File: src/rtl/rom_loader_pkg.sv
// Shared types and constants for the UART ROM loader.
// Loader/receiver state encodings, sync byte and frame width.
package rom_loader_pkg;

  localparam logic [7:0] SYNC_BYTE = 8'hA5;
  localparam int         UART_BITS = 8;

  typedef enum logic [2:0] {
    WAIT_SYNC,
    LEN_HI,
    LEN_LO,
    DATA_HI,
    DATA_LO,
    DONE
  } ld_state_t;

  typedef enum logic [1:0] {
    RX_IDLE,
    RX_START,
    RX_DATA,
    RX_STOP
  } rx_state_t;

  // A word count larger than the ROM would wrap the write address.
  function automatic logic len_too_big(
    input logic [15:0] n,
    input int          aw
  );
    return longint'(n) > (longint'(1) << aw);
  endfunction

endpackage

File: src/rtl/rom_loader_uart_rx.sv
// 8N1 UART receiver with 2-flop input synchronizer.
// Samples mid-bit; reports a good byte or a framing error.
module uart_rx
  import rom_loader_pkg::*;
#(
  parameter int CLKS_PER_BIT = 868
) (
  input  logic       clk,
  input  logic       reset,
  input  logic       rx,
  output logic       byte_valid,
  output logic [7:0] byte_data,
  output logic       frame_err
);

  localparam int CW = $clog2(CLKS_PER_BIT + 1);
  localparam logic [CW-1:0] HALF_M1 = CW'(CLKS_PER_BIT / 2 - 1);
  localparam logic [CW-1:0] FULL_M1 = CW'(CLKS_PER_BIT - 1);
  localparam logic [2:0]    LAST_BIT = 3'(UART_BITS - 1);

  logic          r_sync1;
  logic          r_sync2;
  logic          r_prev;
  rx_state_t     r_state;
  rx_state_t     w_next;
  logic [CW-1:0] r_cnt;
  logic [2:0]    r_bit;
  logic [7:0]    r_shift;
  logic          w_fall;
  logic          w_tick;

  // Synchronizer plus edge history; low reset so a line already low
  // at release is not mistaken for a start bit.
  always_ff @(posedge clk or negedge reset) begin
    if (!reset) begin
      r_sync1 <= 1'b0;
      r_sync2 <= 1'b0;
      r_prev  <= 1'b0;
    end else begin
      r_sync1 <= rx;
      r_sync2 <= r_sync1;
      r_prev  <= r_sync2;
    end
  end

  assign w_fall = r_prev & ~r_sync2;
  assign w_tick = (r_state == RX_START) ? (r_cnt == HALF_M1)
                                        : (r_cnt == FULL_M1);

  // Receiver state register.
  always_ff @(posedge clk or negedge reset) begin
    if (!reset) r_state <= RX_IDLE;
    else        r_state <= w_next;
  end

  // Receiver next-state: glitch check at mid start bit.
  always_comb begin
    w_next = r_state;
    unique case (r_state)
      RX_IDLE:  if (w_fall) w_next = RX_START;
      RX_START: if (w_tick) w_next = r_sync2 ? RX_IDLE : RX_DATA;
      RX_DATA:  if (w_tick && r_bit == LAST_BIT) w_next = RX_STOP;
      RX_STOP:  if (w_tick) w_next = RX_IDLE;
      default:  w_next = RX_IDLE;
    endcase
  end

  // Bit timer, bit index and LSB-first shift register.
  always_ff @(posedge clk or negedge reset) begin
    if (!reset) begin
      r_cnt   <= '0;
      r_bit   <= '0;
      r_shift <= '0;
    end else begin
      if (r_state == RX_IDLE || w_tick) r_cnt <= '0;
      else                              r_cnt <= r_cnt + CW'(1);
      if (r_state != RX_DATA) r_bit <= '0;
      else if (w_tick)        r_bit <= r_bit + 3'd1;
      if (r_state == RX_DATA && w_tick)
        r_shift <= {r_sync2, r_shift[7:1]};
    end
  end

  // Stop-bit sample decides between a good byte and a framing error.
  always_comb begin
    byte_valid = (r_state == RX_STOP) && w_tick &&  r_sync2;
    frame_err  = (r_state == RX_STOP) && w_tick && !r_sync2;
    byte_data  = r_shift;
  end

endmodule

File: src/rtl/rom_loader.sv
// UART boot loader: sync byte, big-endian word count, then words.
// Writes the instruction ROM and holds the CPU in reset meanwhile.
module rom_loader
  import rom_loader_pkg::*;
#(
  parameter int CLKS_PER_BIT = 868,
  parameter int ADDR_W       = 15
) (
  input  logic              clk,
  input  logic              reset,
  input  logic              rx,
  output logic              rom_we,
  output logic [ADDR_W-1:0] rom_addr,
  output logic [15:0]       rom_wdata,
  output logic              cpu_reset,
  output logic              load_done,
  output logic              load_err
);

  logic        w_bv;
  logic [7:0]  w_byte;
  logic        w_ferr;
  ld_state_t   r_state;
  ld_state_t   w_next;
  logic [15:0] w_len;
  logic        w_enter_len;
  logic        w_write;
  logic        w_zero;
  logic        w_big;
  logic        w_release;

  logic [7:0]        r_len_hi;
  logic [15:0]       r_left;
  logic [7:0]        r_hi;
  logic              r_we;
  logic              r_last;
  logic [ADDR_W-1:0] r_addr;
  logic [15:0]       r_wdata;
  logic              r_cpu_rst;
  logic              r_done;
  logic              r_err;

  uart_rx #(
    .CLKS_PER_BIT(CLKS_PER_BIT)
  ) u_rx (
    .clk       (clk),
    .reset     (reset),
    .rx        (rx),
    .byte_valid(w_bv),
    .byte_data (w_byte),
    .frame_err (w_ferr)
  );

  assign w_len = {r_len_hi, w_byte};

  // Loader state register.
  always_ff @(posedge clk or negedge reset) begin
    if (!reset) r_state <= WAIT_SYNC;
    else        r_state <= w_next;
  end

  // Loader next-state; a framing error always resynchronises.
  always_comb begin
    w_next = r_state;
    if (w_ferr) begin
      w_next = WAIT_SYNC;
    end else if (w_bv) begin
      unique case (r_state)
        WAIT_SYNC: if (w_byte == SYNC_BYTE) w_next = LEN_HI;
        LEN_HI:    w_next = LEN_LO;
        LEN_LO: begin
          if (w_len == 16'd0)               w_next = DONE;
          else if (len_too_big(w_len, ADDR_W)) w_next = WAIT_SYNC;
          else                              w_next = DATA_HI;
        end
        DATA_HI:   w_next = DATA_LO;
        DATA_LO:   w_next = (r_left == 16'd1) ? DONE : DATA_HI;
        DONE:      if (w_byte == SYNC_BYTE) w_next = LEN_HI;
        default:   w_next = WAIT_SYNC;
      endcase
    end
  end

  // Per-byte strobes decoded from state and received byte.
  always_comb begin
    w_enter_len = w_bv && (w_byte == SYNC_BYTE) &&
                  (r_state == WAIT_SYNC || r_state == DONE);
    w_write     = w_bv && (r_state == DATA_LO);
    w_zero      = w_bv && (r_state == LEN_LO) && (w_len == 16'd0);
    w_big       = w_bv && (r_state == LEN_LO) &&
                  len_too_big(w_len, ADDR_W);
    w_release   = (r_we && r_last) || w_zero;
  end

  // Datapath: length, word assembly, ROM port and status flags.
  always_ff @(posedge clk or negedge reset) begin
    if (!reset) begin
      r_len_hi  <= '0;
      r_left    <= '0;
      r_hi      <= '0;
      r_we      <= 1'b0;
      r_last    <= 1'b0;
      r_addr    <= '0;
      r_wdata   <= '0;
      r_cpu_rst <= 1'b1;
      r_done    <= 1'b0;
      r_err     <= 1'b0;
    end else begin
      if (w_bv && r_state == LEN_HI) r_len_hi <= w_byte;
      if (w_bv && r_state == LEN_LO) r_left <= w_len;
      else if (w_write)              r_left <= r_left - 16'd1;
      if (w_bv && r_state == DATA_HI) r_hi <= w_byte;
      r_we <= w_write;
      if (w_write) begin
        r_wdata <= {r_hi, w_byte};
        r_last  <= (r_left == 16'd1);
      end
      // Saturate so a full-size load never wraps back to 0.
      if (w_enter_len)               r_addr <= '0;
      else if (r_we && r_addr != '1) r_addr <= r_addr + 1'b1;
      if (w_ferr || w_big) r_err <= 1'b1;
      // Release one cycle after the final write; any exit from DONE holds.
      if (w_next != DONE) begin
        r_cpu_rst <= 1'b1;
        r_done    <= 1'b0;
      end else if (w_release) begin
        r_cpu_rst <= 1'b0;
        r_done    <= 1'b1;
      end
    end
  end

  assign rom_we    = r_we;
  assign rom_addr  = r_addr;
  assign rom_wdata = r_wdata;
  assign cpu_reset = r_cpu_rst;
  assign load_done = r_done;
  assign load_err  = r_err;

endmodule

File: config.mk
export PLATFORM = sky130hd
export DESIGN_NAME = rom_loader
export DESIGN_NICKNAME = d
export VERILOG_FILES = /design/src/rtl/rom_loader_pkg.sv /design/src/rtl/rom_loader_uart_rx.sv /design/src/rtl/rom_loader.sv
export SDC_FILE = /design/constraint.sdc
export NUM_CORES = 1
export LEC_CHECK = 0
export BUFFER_PORTS_ARGS = -buffer_cell sky130_fd_sc_hd__buf_4
export CAP_MARGIN = 20
export CORE_ASPECT_RATIO = 0.9
export CORE_MARGIN = 10
export CORE_UTILIZATION = 40
export DETAILED_ROUTE_END_ITERATION = 12
export MAX_ROUTING_LAYER = met4
export PLACE_DENSITY = 0.63
export SLEW_MARGIN = 20
export SYNTH_ARGS = -nofsm -noshare
export SYNTH_HDL_FRONTEND = slang
export SYNTH_SLANG_ARGS = --single-unit
File: constraint.sdc
create_clock -name clk -period 6 [get_ports clk]
set_input_delay 0.6 -clock clk [delete_from_list [all_inputs] [get_ports clk]]
set_output_delay 0.6 -clock clk [all_outputs]
set_load 0.05 [all_outputs]
Word level (Yosys, flattened, before mapping)
Cells that the tools add are included.
Storage, ports and cells
  register bits after elaboration: 97
  input port bits: 3
  output and inout bits: 35
  word-level logic and storage cells: 99
Cells by class
  add/subtract/negate cells: 4
  magnitude comparators: 1
  eq/ne operators: 20
  muxes and demuxes: 25
  bitwise logic cells: 2
  reduce and logical (&&, ||, !) cells: 29
Operators by type and width (number)
  2-to-1 mux 16 bit: 2
  2-to-1 mux 15 bit: 2
  2-to-1 mux 3 bit: 7
  == test 16 x 1 -> 1 bit (second input constant): 1
  greater-than comparator 16 bit (second input constant): 1
  logical NOT 16 bit: 1
  subtractor 16 x 1 -> 16 bit (second input constant): 1
  adder 15 x 1 -> 15 bit (second input constant): 1
  logical AND 1 bit: 15
  inequality test 15 bit (second input constant): 1
  one-hot mux 3 bit (5 select lines): 1
  2-to-1 mux 2 bit: 6
  adder 10 x 1 -> 10 bit (second input constant): 1
  == test 10 bit (second input constant): 1
  == test 10 x 9 -> 1 bit (second input constant): 1
  2-to-1 mux 10 bit: 1
  == test 3 bit (second input constant): 3
  == test 8 bit (second input constant): 1
  inequality test 2 x 1 -> 1 bit (second input constant): 4
  one-hot mux 2 bit (4 select lines): 1
  nonzero test 2 bit: 4
  == test 3 x 2 -> 1 bit (second input constant): 2
  2-to-1 mux 1 bit: 5
  == test 2 bit (second input constant): 2
  13 further kinds: 16

Longest topological paths before layout
  depth in word-level cells: 9
  depth in mapped cells: 9

By module
Synthesis repeated with hierarchy kept, for this count alone.
Second synthesis, totals
  cell total of the unflattened synthesis: 442
  area total of the unflattened synthesis: 4584.4 µm²
Modules (own cells, without submodules)
  rom_loader: times used 1, cells each 344, area each 3395.8 µm²
  uart_rx: times used 1, cells each 98, area each 1188.6 µm²

Worst setup path before layout
Ideal clock, no wire load.
  path type: reg-to-reg
  from: reg r_addr[4] (netlist: rom_addr[4])
  to: reg r_addr[11] (netlist: rom_addr[11])
  arrival: 2.019 ns
  slack: 3.908 ns
  cell stages (with the launch flop): 8
  clock period less this slack: 2.092 ns
  cell sequence: dfrtp_1 > and3_1 > clkbuf_1 > and3_1 > a41oi_1 > nand4_1 > xor2_1 > nor2_1
Between the ends
  cells in the longest elaborated chain, start to end: 3
  elaborated cells between the ends (all ways): 6
  classes of those cells: 1 x add/sub; 1 x eq/ne; 2 x mux; 2 x reduce/logical
RTL lines
  from (decl): line rom_loader.sv:37  | logic [ADDR_W-1:0] r_addr;
  from (signal assigned): line rom_loader.sv:120  | else if (r_we && r_addr != '1) r_addr <= r_addr + 1'b1;
  adder 15 x 1 -> 15 bit / inequality test 15 bit (equally long branches): line rom_loader.sv:120
  2-to-1 mux 15 bit / logical AND 1 bit (equally long branches): line rom_loader.sv:120
  2-to-1 mux 15 bit / nonzero test 2 bit (equally long branches)
Several ways; a longest one is shown, not always the timed one. The select of a mux whose other input is x is not followed.
A chain may end at the register's enable or synchronous reset.

Worst setup path after layout
  from: reg u_rx.r_cnt[4]
  to: reg r_left[2]
Between the ends
  cells in the longest elaborated chain, start to end: 6
  elaborated cells between the ends (all ways): 9
  classes of those cells: 2 x eq/ne; 2 x mux; 5 x reduce/logical
RTL lines
  from (decl): line rom_loader_uart_rx.sv:26  | logic [CW-1:0] r_cnt;
  from (signal assigned): line rom_loader_uart_rx.sv:76  | else r_cnt <= r_cnt + CW'(1);
  == test 10 bit / == test 10 x 9 -> 1 bit (equally long branches): line rom_loader_uart_rx.sv:48, rom_loader_uart_rx.sv:47
  2-to-1 mux 1 bit *: line rom_loader_uart_rx.sv:47  | assign w_tick = (r_state == RX_START) ? (r_cnt == HALF_M1)
  logical AND 1 bit * (2 in a row): line rom_loader_uart_rx.sv:86  | byte_valid = (r_state == RX_STOP) && w_tick && r_sync2;
  logical AND 1 bit (on tied branches): line rom_loader.sv:110, rom_loader.sv:88
  2-to-1 mux 16 bit / nonzero test 2 bit (equally long branches)
  to (signal assigned): line rom_loader.sv:110  | if (w_bv && r_state == LEN_LO) r_left <= w_len;
  to (signal assigned): line rom_loader.sv:111  | else if (w_write) r_left <= r_left - 16'd1;
  to (decl): line rom_loader.sv:33  | logic [15:0] r_left;
Every way passes the cells marked *; elsewhere a longest branch is shown, timed or not.

==> impl_metrics.json <==
{
  "diodes": 0,
  "hold_buffers": 0,
  "cp_cell_sequence": "nor3b_1 > and4_1 > o2111a_1 > nand2_1 > inv_1 > a211oi_1 > nand2b_1",
  "cts_tree": "done",
  "wl_met1_mm": 4.74,
  "fin_setup_tns_ps": 0,
  "area_growth_pct": 15.3,
  "synth_xor_area_share_pct": 4.42,
  "core_area_mm2": 0.0110,
  "insertion_delay_ps": 340,
  "antenna_found_initial": 0,
  "die_width_um": 132,
  "setup_viol": 0,
  "gp_congestion": 0.904,
  "top_layer_used": "met4",
  "drt_pass1_iterations": 4,
  "max_freq_mhz": 312,
  "syn_avg_cell_area_um2": 10.5,
  "die_h_um": 121,
  "p_leak_nw": 2.59,
  "numCtsBuffers": 9,
  "synth_area_leaders": "dfrtp_1 (53%), mux2_2 (6.2%), nand2_1 (6.1%)",
  "tightest_slew_ps": 896,
  "ff2ff_setup_slack_ps": 2790,
  "cts_resized": 0,
  "grt_usage_pct": 13.3,
  "layout_common_cells": "dfrtp_1 (96), nand2_1 (74), nor2_1 (40), buf_4 (40), mux2_2 (25)",
  "ys.flop_type": "dfrtp_1",
  "fin_crit_sh_pct": 53.4,
  "initial_utilization_pct": 41.4,
  "synth_edf_count": 0,
  "cts.path.max_buffers": 2,
  "power_density_mw_per_mm2": 246,
  "avgViaCountPerCell": 5.44,
  "multi_input_area_mm2": 0.00204,
  "port_buffers": 37,
  "synth-compound-area-share_pct": 9.67,
  "regArea_mm2": 0.00243,
  "relSlewSlack_pct": 40.1,
  "critPathArrivalTime_ps": 3430,
  "fin_total_pwr_mw": 1.29,
  "period_needed_ps": 3210,
  "yosysWarnings": 0,
  "ys_async_sr_fraction_pct": 100,
  "netlist_instances": 432,
  "cp-end-kind": "flip-flop",
  "nets": 480,
  "synth_nets": 441,
  "setup.worst_path.class": "flip-flop to flip-flop",
  "clk_transition_reported_paths_ps": 60,
  "drv_slew": 0,
  "cp_data_required_time_ps": 6230,
  "drt_iter0_drc": 262,
  "drv_cap": 0,
  "cts-root-buf": "clkbuf_16",
  "grt_pass1_vias": 3285,
  "start_kind": "flip-flop",
  "vias": 3416,
  "drive_gt1_share_pct": 18.7,
  "synth_fa_ha_area_share_pct": 1.65,
  "detailed_place_hpwl_mm": 6.94,
  "num-fill-cells": 1038,
  "grt_setup_unrepaired": "false",
  "min_path_type": "input port to asynchronous set/reset pin",
  "clock-sinks": 97,
  "synth_top_family_by_area": "simple AND/OR/NAND/NOR gates",
  "grt_max_degree": 51,
  "num_rows": 36,
  "synth-simple-area-share_pct": 21.9,
  "synth_cell_types": 59,
  "routedWlPerCell_um": 16.0,
  "critPathMaxStageDelay_ps": 700,
  "finClkSkew_ps": 10.1,
  "post_cts_buffers": 0,
  "final_common_cell": "dfrtp_1",
  "cts-htree-levels": 3,
  "grt_pass1_wl_mm": 17.0,
  "fp.dieArea_mm2": 0.0161,
  "yosysSeqAreaShare_pct": 53.3,
  "status": "complete, no violations",
  "wl_met3_um": 600,
  "totalWireLength_mm": 10.0,
  "grt-ovfl-total": 0,
  "ant_nets": 0,
  "synth_top_area_cell": "dfrtp_1",
  "synth_top_area_share_pct": 52.8,
  "io-pin-count": 38,
  "synth_mux_area_share_pct": 7.17,
  "critPathSlowestCell": "inv_1",
  "finalHoldViolCount": 0,
  "dr_wl_met2_mm": 4.58,
  "peakVddDrop_v": 0.000120,
  "ys_seq_elements": 97,
  "syn-cell-area_mm2": 0.00455,
  "drcViolationCount": 0,
  "path_max_fanout": 25
}
-- sequential cells by signal, indices dropped and copies added (netlist names), named ones only --
signal,cells
cpu_reset,1
load_done,1
load_err,1
r_hi,8
r_last,1
r_left,16
r_len_hi,8
r_state,3
rom_addr,15
rom_wdata,16
rom_we,1
u_rx.byte_data,8
u_rx.r_bit,3
u_rx.r_cnt,10
u_rx.r_prev,1
u_rx.r_state,1
u_rx.r_sync1,1
u_rx.r_sync2,1
-- final cells by class --
| class | instances | area share, % |
|---|---|---|
| clock inverter | 2 | 0.286 |
| sequential | 97 | 46.3 |
| tap | 152 | 3.62 |
| inverter | 8 | 0.572 |
| multi-input combinational | 315 | 38.9 |
| clock buffer | 14 | 4.65 |
| timing repair buffer | 40 | 5.72 |
-- cells by family after synthesis --
family,count (synthesis)
buffers and inverters,20
and+or+nand+nor,200
adders and majority gates,6
muxes,29
AOI/OAI and AO/OA,57
xor gates and xnor gates,23
DFF,97
-- synthesized netlist by cell type, drive strengths merged, types with 6 or more instances --
cell / number
inv: 8
ha: 6
nor2: 40
xnor2: 7
nor4: 9
and4: 6
xor2: 16
a21oi: 7
buf: 7
mux2: 26
and3: 9
nand2: 75
dfrtp: 96
o21ai: 11
nand3: 24
nand4: 10
-- where the power goes --
group	switching, mW	leakage, nW	internal, mW
clock network	0.231	0.117	0.282
logic	0.0375	1.14	0.0290
registers	0.0345	1.33	0.678
-- metal layers --
layer	up-vias	global-route usage, %
met5	-	-
met4	0	5.63
met3	8	2.19
met2	106	19.7
met1	1685	17.7
li1	1617	-
-- worst max-delay path, delay by kind of cell (launching register included) --
kind | cells | cell delay, ps
and+or+nand+nor | 4 | 1330
buffers and inverters | 1 | 700
AOI/OAI and AO/OA | 2 | 630
DFF | 1 | 430
-- stage by stage --
| step | setup slack [ps] | hold WS (ps) | cell area [µm²] | std cells | utilization [%] |
|---|---|---|---|---|---|
| 2_1_floorplan | 3910 | 304 | 4550 | 432 | - |
| 3_3_place_gp | 2900 | 333 | 4990 | 612 | 45.4 |
| 3_5_place_dp | 2760 | 337 | 4990 | 612 | 45.4 |
| 4_1_cts | 2760 | 293 | 5250 | 628 | 47.8 |
| 5_1_grt | 2420 | 321 | 5250 | 628 | 47.8 |
| 6_report | 2790 | 275 | 5250 | 628 | 47.8 |
-- worst paths after layout --
path / from / to / cells after the start
setup / recovery: u_rx.r_cnt[4]$_DFF_PN0_ / r_left[2]$_DFFE_PN0P_ / 7
hold / removal: reset / rom_addr[8]$_DFFE_PN0P_ / 1
setup reg to reg: u_rx.r_cnt[4]$_DFF_PN0_ / r_left[2]$_DFFE_PN0P_ / 7
hold reg to reg: u_rx.r_sync1$_DFF_PN0_ / u_rx.r_sync2$_DFF_PN0_ / 0
max in group asynchronous: reset / rom_wdata[0]$_DFFE_PN0P_ / 2
min in group clk: u_rx.r_sync1$_DFF_PN0_ / u_rx.r_sync2$_DFF_PN0_ / 0
(Power assumes the default switching activity.)
